### config.mk
export PLATFORM = sky130hd
export DESIGN_NAME = ext_interrupt_generator
export DESIGN_NICKNAME = d
export VERILOG_FILES = /design/src/rtl/ext_interrupt_generator.sv
export SDC_FILE = /design/constraint.sdc
export NUM_CORES = 1
export LEC_CHECK = 0
export BUFFER_PORTS_ARGS = -buffer_cell sky130_fd_sc_hd__buf_4
export CELL_PAD_IN_SITES_DETAIL_PLACEMENT = 0
export CELL_PAD_IN_SITES_GLOBAL_PLACEMENT = 2
export CORE_ASPECT_RATIO = 0.9
export CORE_MARGIN = 4
export CORE_UTILIZATION = 31
export CTS_CLUSTER_DIAMETER = 200
export DETAILED_ROUTE_END_ITERATION = 7
export PLACE_DENSITY_LB_ADDON = 0.1
export SKIP_CTS_REPAIR_TIMING = 1
export SYNTH_ARGS = -nofsm -noshare
export SYNTH_HDL_FRONTEND = slang
export SYNTH_SLANG_ARGS = --single-unit
### constraint.sdc
create_clock -name i_clk_20mhz -period 2.58 [get_ports i_clk_20mhz]
set_input_delay 0.258 -clock i_clk_20mhz [delete_from_list [all_inputs] [get_ports i_clk_20mhz]]
set_output_delay 0.258 -clock i_clk_20mhz [all_outputs]
set_load 0.01 [all_outputs]
### src/rtl/ext_interrupt_generator.sv
// ext_interrupt_generator: paced external interrupt line with request queue and acknowledge handshake.
// Define EXT_INT_ACK_TIMEOUT_EN to abandon an unacknowledged interrupt after P_TIMEOUT_CYCLES.
`timescale 1ns/1ps
module ext_interrupt_generator #(
  parameter int P_PULSE_CYCLES   = 20,
  parameter int P_HOLDOFF_CYCLES = 20,
  parameter int P_TIMEOUT_CYCLES = 1000
) (
  input  logic       i_clk_20mhz,
  input  logic       i_rst_20mhz,
  input  logic       i_int_req,
  input  logic       ei_int_ack,
  input  logic       i_clr_status,
  output logic       eo_interrupt,
  output logic       o_busy,
  output logic [3:0] o_pending,
  output logic       o_overflow,
  output logic       o_timeout
);
  localparam int M1   = P_PULSE_CYCLES > P_HOLDOFF_CYCLES ? P_PULSE_CYCLES : P_HOLDOFF_CYCLES;
  localparam int CMAX = M1 > P_TIMEOUT_CYCLES ? M1 : P_TIMEOUT_CYCLES;
  localparam int CW   = $clog2(CMAX + 1);
  localparam logic [CW-1:0] C_PULSE = CW'(P_PULSE_CYCLES - 1);
  localparam logic [CW-1:0] C_HOLD  = CW'(P_HOLDOFF_CYCLES - 1);
  typedef enum logic [1:0] {
    ST_IDLE     = 2'b00,
    ST_ASSERT   = 2'b01,
    ST_WAIT_ACK = 2'b11,
    ST_HOLDOFF  = 2'b10
  } state_t;
  state_t        state_q, state_d;
  logic [CW-1:0] cnt_q, cnt_d;
  logic [3:0]    pend_q, pend_d;
  logic          ack_m_q, ack_s_q;
  logic          ack_seen_q, ack_seen_d;
  logic          int_q, int_d;
  logic          ovf_q, ovf_d;
  logic          enq, deq, full, ovf_set, to_set;
`ifdef EXT_INT_ACK_TIMEOUT_EN
  localparam logic [CW-1:0] C_TO = CW'(P_TIMEOUT_CYCLES - 1);
  logic          to_q;
  assign to_set    = state_q == ST_WAIT_ACK && !ack_s_q && cnt_q == C_TO;
  assign o_timeout = to_q;
`else
  assign to_set    = 1'b0;
  assign o_timeout = 1'b0;
`endif
  // A request in IDLE behind a non-empty queue is queued so the oldest goes first
  assign enq     = i_int_req && (state_q != ST_IDLE || pend_q != 4'd0);
  assign full    = pend_q == 4'hf;
  assign ovf_set = enq && !deq && full;
  always_comb begin
    state_d = state_q;
    deq     = 1'b0;
    case (state_q)
      ST_IDLE: begin
        state_d = (i_int_req || pend_q != 4'd0) ? ST_ASSERT : ST_IDLE;
        deq     = pend_q != 4'd0;
      end
      ST_ASSERT:   state_d = cnt_q != C_PULSE ? ST_ASSERT : (ack_seen_q || ack_s_q) ? ST_HOLDOFF : ST_WAIT_ACK;
      ST_WAIT_ACK: state_d = (ack_s_q || to_set) ? ST_HOLDOFF : ST_WAIT_ACK;
      ST_HOLDOFF: if (cnt_q >= C_HOLD && !ack_s_q) begin
        state_d = pend_q != 4'd0 ? ST_ASSERT : ST_IDLE;
        deq     = pend_q != 4'd0;
      end
      default: state_d = ST_IDLE;
    endcase
  end
  assign cnt_d      = state_d != state_q ? '0 : (&cnt_q ? cnt_q : cnt_q + 1'b1);
  assign ack_seen_d = state_d != state_q ? 1'b0 : ack_seen_q | (state_q == ST_ASSERT && ack_s_q);
  assign int_d      = state_d == ST_ASSERT || state_d == ST_WAIT_ACK;
  assign pend_d     = (enq && !deq) ? (full ? pend_q : pend_q + 4'd1) : (!enq && deq) ? pend_q - 4'd1 : pend_q;
  assign ovf_d      = ovf_set || (ovf_q && !i_clr_status);
  always_ff @(posedge i_clk_20mhz) begin
    if (i_rst_20mhz) begin
      state_q    <= ST_IDLE;
      cnt_q      <= '0;
      pend_q     <= 4'd0;
      ack_m_q    <= 1'b0;
      ack_s_q    <= 1'b0;
      ack_seen_q <= 1'b0;
      int_q      <= 1'b0;
      ovf_q      <= 1'b0;
`ifdef EXT_INT_ACK_TIMEOUT_EN
      to_q       <= 1'b0;
`endif
    end else begin
      state_q    <= state_d;
      cnt_q      <= cnt_d;
      pend_q     <= pend_d;
      ack_m_q    <= ei_int_ack;
      ack_s_q    <= ack_m_q;
      ack_seen_q <= ack_seen_d;
      int_q      <= int_d;
      ovf_q      <= ovf_d;
`ifdef EXT_INT_ACK_TIMEOUT_EN
      to_q       <= to_set || (to_q && !i_clr_status);
`endif
    end
  end
  assign eo_interrupt = int_q;
  assign o_busy       = state_q != ST_IDLE;
  assign o_pending    = pend_q;
  assign o_overflow   = ovf_q;
endmodule

Word level (Yosys, flattened, before mapping) --
Cells that the tools add are included.
Cells by class: equality and inequality tests 9, bitwise gates (word level) 1, reduce and logical (&&, ||, !) cells 23, multiplexer cells 12, $add $sub $neg 3, $lt $le $gt $ge 1
Operators with widths (count):
- 2-to-1 mux 4 bit | 3
- adder 10 x 1 -> 10 bit, second input constant | 1
- greater-or-equal comparator 10 x 5 -> 1 bit, second input constant | 1
- inequality test 10 x 5 -> 1 bit, second input constant | 1
- AND reduction 10 bit | 1
- one-hot mux 2 bit (4 select lines) | 1
- logical AND 1 bit | 7
- equality test 2 bit, second input constant | 3
- logical OR 1 bit | 5
- 2-to-1 mux 1 bit | 5
- adder 4 x 1 -> 4 bit, second input constant | 1
- equality test 2 x 1 -> 1 bit, second input constant | 2
- equality test 4 bit, second input constant | 1
- zero test 1 bit | 4
- 2-to-1 mux 2 bit | 2
- nonzero test 2 bit | 2
- nonzero test 4 bit | 1
- subtractor 4 x 1 -> 4 bit, second input constant | 1
- zero test 2 bit | 1
- inequality test 2 bit | 1
- inequality test 2 bit, second input constant | 1
- one-hot mux 1 bit (2 select lines) | 1
- AND reduction 2 bit | 1
- OR reduction 2 bit | 1
- OR 1 bit | 1
Storage, ports and cells: word-level logic and storage cells 57, output and inout bits 8, register bits after elaboration 21

Logic depth before layout (Yosys ltp) --
word-level depth 8, mapped depth 11, depth with buffers taken out 11

Least setup slack after synthesis --
OpenSTA, ideal clock, no wires.
path kind register to register, from register cnt_q[0], to register pend_q[3], in the netlist o_pending[3], data arrival time 2.426 ns, path slack 0.033 ns, buffers on the path 0, clock period less this slack 2.547 ns, setup time 0.121 ns, cell stages (with the launch flop) 12, cell sequence dfxtp_1 ha_1 o31ai_1 a31oi_1 o21ai_2 nand2_1 ha_1 a21o_1 a21oi_1 nor3_1 mux2i_1 mux2_2
Between the ends: longest elaborated chain between the ends 8, elaborated cells between the ends (all ways) 11, those cells by class order compare: 1; eq/ne: 1; mux: 3; reduce/logical: 6
RTL lines:
- start, declared | line 32 | logic [CW-1:0] cnt_q, cnt_d;
- start signal, assigned | line 89 | cnt_q <= cnt_d;
- greater-or-equal comparator 10 x 5 -> 1 bit (*) | line 62 | ST_HOLDOFF: if (cnt_q >= C_HOLD && !ack_s_q) begin
- logical AND 1 bit (*) | line 62
- 2-to-1 mux 1 bit (*) | line 62
- one-hot mux 1 bit (2 select lines) (*) | line 55 | case (state_q)
- zero test 1 bit | line 72 | assign pend_d = (enq && !deq) ? (full ? pend_q : pend_q + 4'd1) : (!enq && deq) ? pend_q - 4'd1 : pend_q;
- logical AND 1 bit | line 72
- inequality test 2 bit (no line) / nonzero test 2 bit (equally long branches)
- AND reduction 2 bit (no line)
- end signal, assigned | line 90 | pend_q <= pend_d;
- end, declared | line 33 | logic [3:0] pend_q, pend_d;
Every way passes the cells marked *; elsewhere a longest branch is shown, timed or not. A chain may end at the register's enable or synchronous reset.

Worst setup path after layout --
from register pend_q[0], in the netlist o_pending[0], to register pend_q[3], in the netlist o_pending[3]
Between the ends: longest elaborated chain between the ends 7, elaborated cells between the ends (all ways) 18, those cells by class add/sub: 2; eq/ne: 2; mux: 5; reduce/logical: 9
RTL lines (line):
- nonzero test 4 bit | 49, 58, 64
- 2-to-1 mux 1 bit / logical OR 1 bit (equally long branches) | 62, 49
- one-hot mux 1 bit (2 select lines) / logical AND 1 bit (equally long branches) | 55, 49
- zero test 1 bit | 72
- logical AND 1 bit | 72
- inequality test 2 bit (no line) / nonzero test 2 bit (equally long branches)
- AND reduction 2 bit (no line)
Parallel ways exist; a longest one is shown, timed or not. The select of a mux whose other input is x is not followed.

==> out/results.txt <==
crit path capture: o_pending[3]
pre-CTS WS: -0.0325 ns
die width: 71.5 um
Clock Pin Slew Worst Setup and Hold Paths: 0.07 ns
Clock Skews: 0.00297 ns
Comb power frac: 0.452
Final Non-Filler Cells: 195
H-tree levels: 1
final setup violating endpoints: 0
RR Endpoint: o_pending[3]
status: finished, final reports clean
post-DR wirelength/cell: 12.4 um
nets@finish: 161
placed wire-length estimate: 1880 um
Core Region: 0.00343 mm^2
first drt pass iteration count: 4
Initial DRC Count: 100
final hold vios: 0
GRT Util Overall: 0.111
drt total wl: 2420 um
GRT overflow: 0
Internal: 0.747 mW
fin crit share: 0.949
Synth Cell Area: 0.00113 mm^2
Primary FF master, synth: dfxtp_1
CTS tree: done
worst r2r src: o_pending[0]
most common cell after layout, fill and taps aside: buf_4
vias in the first global route: 897
Mapped Nets: 135
Worst Path Required: 2.73 ns
Fmax achieved: 0.408 GHz
cells after synthesis: 126
commonest non-fill, non-tap cells in the layout: buf_4 (25), dfxtp_1 (20), nor2_1 (17)
Worst Setup SP: o_pending[0]
Flop pwr share: 0.359
fin. max-slew vios: 0
Die Ht: 65.2 um
CP endpoint kind: flip-flop
share of flip-flops with an asynchronous set or reset: 0
VDD IR max: 0.429 mV
WHS: 0.211 ns
Hold/Removal Path Class: primary input to flip-flop
number of synthesized flops with an enable pin: 0
row count: 20
area grow syn2layout: 26.4%
DRC: 0
Ant. Diodes: 0
Netlist cell types: 40
via count: 959
FILL cells: 346
PortBufs: 11
CTS Sinks: 21
die area: 0.00466 mm^2
r2r worst-path depth: 9
num ports: 13
largest net degree at the start of global routing: 17
WS Path Type: flip-flop to flip-flop
share of cells above drive strength 1: 0.291
clock share of power: 0.190
placed insts: 190
Clock Latency Late Sink: 0.26 ns
switching power share of the total: 0.340
Starting Density: 0.328
Vias/cell: 4.92
Lkg Pwr: 0.570 nW
worst setup margin: 0.132 ns
Reg2Reg Setup Slack: 0.13 ns
Mapped Avg Cell Area: 8.94 um^2
root buf cell: clkbuf_8
Inserted Clock Buffers: 3
sequential element share of the synthesized area: 0.373
first-pass GRT wire length: 4180 um
minimum clock period: 2.45 ns
post-route ant nets: 0
Synth Register Bits: 21
max-cap violation count: 0
critical path peak fanout: 4
power density cells: 795 mW/mm^2
Switch Pwr: 0.385 mW
WP data arrival: 2.60 ns
antenna violations before repair: 0
total power: 1.13 mW
maximum clock path buffer count: 2
routability cong.: 0.786
Synth Warn #: 0
startpoint types: flip-flop
==> critical path, stage by stage (launching register included) <==
cell and delay [ns]:
dfxtp_1 0.36, or4_4 0.55, o21a_1 0.22, nand2_2 0.10, ha_1 0.23, a21o_1 0.19, a21oi_2 0.14, nor3_1 0.06
mux2i_1 0.15, mux2_2 0.35
==> routing by layer <==
layer,vias to the layer above,part of all wire,GRT usage
li1,499,-,-
met1,443,0.53,0.159
met2,15,0.43,0.170
met3,2,0.035,0.0367
met4,0,0.0017,0.00704
met5,-,0,0
==> area by class of cell <==
cell class / count / area, um^2 / area share
repair buffers: 25 / 188 / 0.132
clock buffers: 4 / 45.0 / 0.0316
well taps: 44 / 55.1 / 0.0387
multi-input cells: 97 / 699 / 0.491
flip-flops and latches: 21 / 422 / 0.296
inverters: 4 / 15.0 / 0.0105
==> kinds of logic (layout without fill, tap and decap cells) <==
family | count (synthesis) | after routing | share of synthesized area
flops | 21 | 21 | 0.373
fa+ha+maj | 4 | 4 | 0.0511
simple gates | 56 | 56 | 0.274
other cells | 1 | 1 | 0.00333
xor+xnor | 4 | 4 | 0.0311
compound gates | 23 | 23 | 0.147
buf+inv | 8 | 33 | 0.0367
mux | 9 | 9 | 0.0833
==> worst min path at each step <==
stage	end	startpoint	depth (start not counted)	slack (ns)
after global placement	ack_s_q	ack_m_q	1	0.42
after CTS	ack_m_q	ei_int_ack	2	0.21
after detailed placement	ack_s_q	ack_m_q	1	0.44
after floorplan	ack_m_q	ei_int_ack	1	0.39
final	ack_m_q	ei_int_ack	2	0.21
after global routing	ack_m_q	ei_int_ack	2	0.22
==> through the flow <==
stage / area [um^2] / setup TNS [ns] / utilization
floorplan: 1130 / 0 / -
global placement: 1340 / 0 / 0.389
detailed placement: 1340 / -0.0325 / 0.389
CTS: 1380 / -0.0484 / 0.403
global route: 1420 / -0.0220 / 0.415
finish: 1420 / 0 / 0.415
==> flip-flops by register name (all words and copies together), names as in the netlist <==
| register | count |
|---|---|
| eo_interrupt | 1 |
| ack_seen_q | 1 |
| o_pending | 4 |
| cnt_q | 10 |
| ack_s_q | 1 |
| state_q | 2 |
| ack_m_q | 1 |
| o_overflow | 1 |
==> cell usage after synthesis, types with 4 or more instances <==
| cell type | n | area share |
|---|---|---|
| dfxtp_1 | 21 | 0.37 |
| nor2_1 | 17 | 0.057 |
| a21oi_1 | 6 | 0.027 |
| mux2i_1 | 6 | 0.053 |
| nand2b_1 | 5 | 0.028 |
| nand3_1 | 5 | 0.022 |
| nor2b_1 | 5 | 0.028 |
| and4_1 | 4 | 0.031 |
| inv_1 | 4 | 0.013 |
| nand2_1 | 4 | 0.013 |
| nor3_1 | 4 | 0.018 |
==> power groups by stage <==
stage | combinational (mW) | sequential (mW) | clock [mW]
6_report | 0.511 | 0.406 | 0.215
5_1_grt | 0.576 | 0.412 | 0.245
3_5_place_dp | 0.484 | 0.406 | 0
2_1_floorplan | 0.298 | 0.425 | 0
3_3_place_gp | 0.478 | 0.405 | 0
4_1_cts | 0.488 | 0.399 | 0.231
Note: power is estimated with default switching activity, not from simulation.
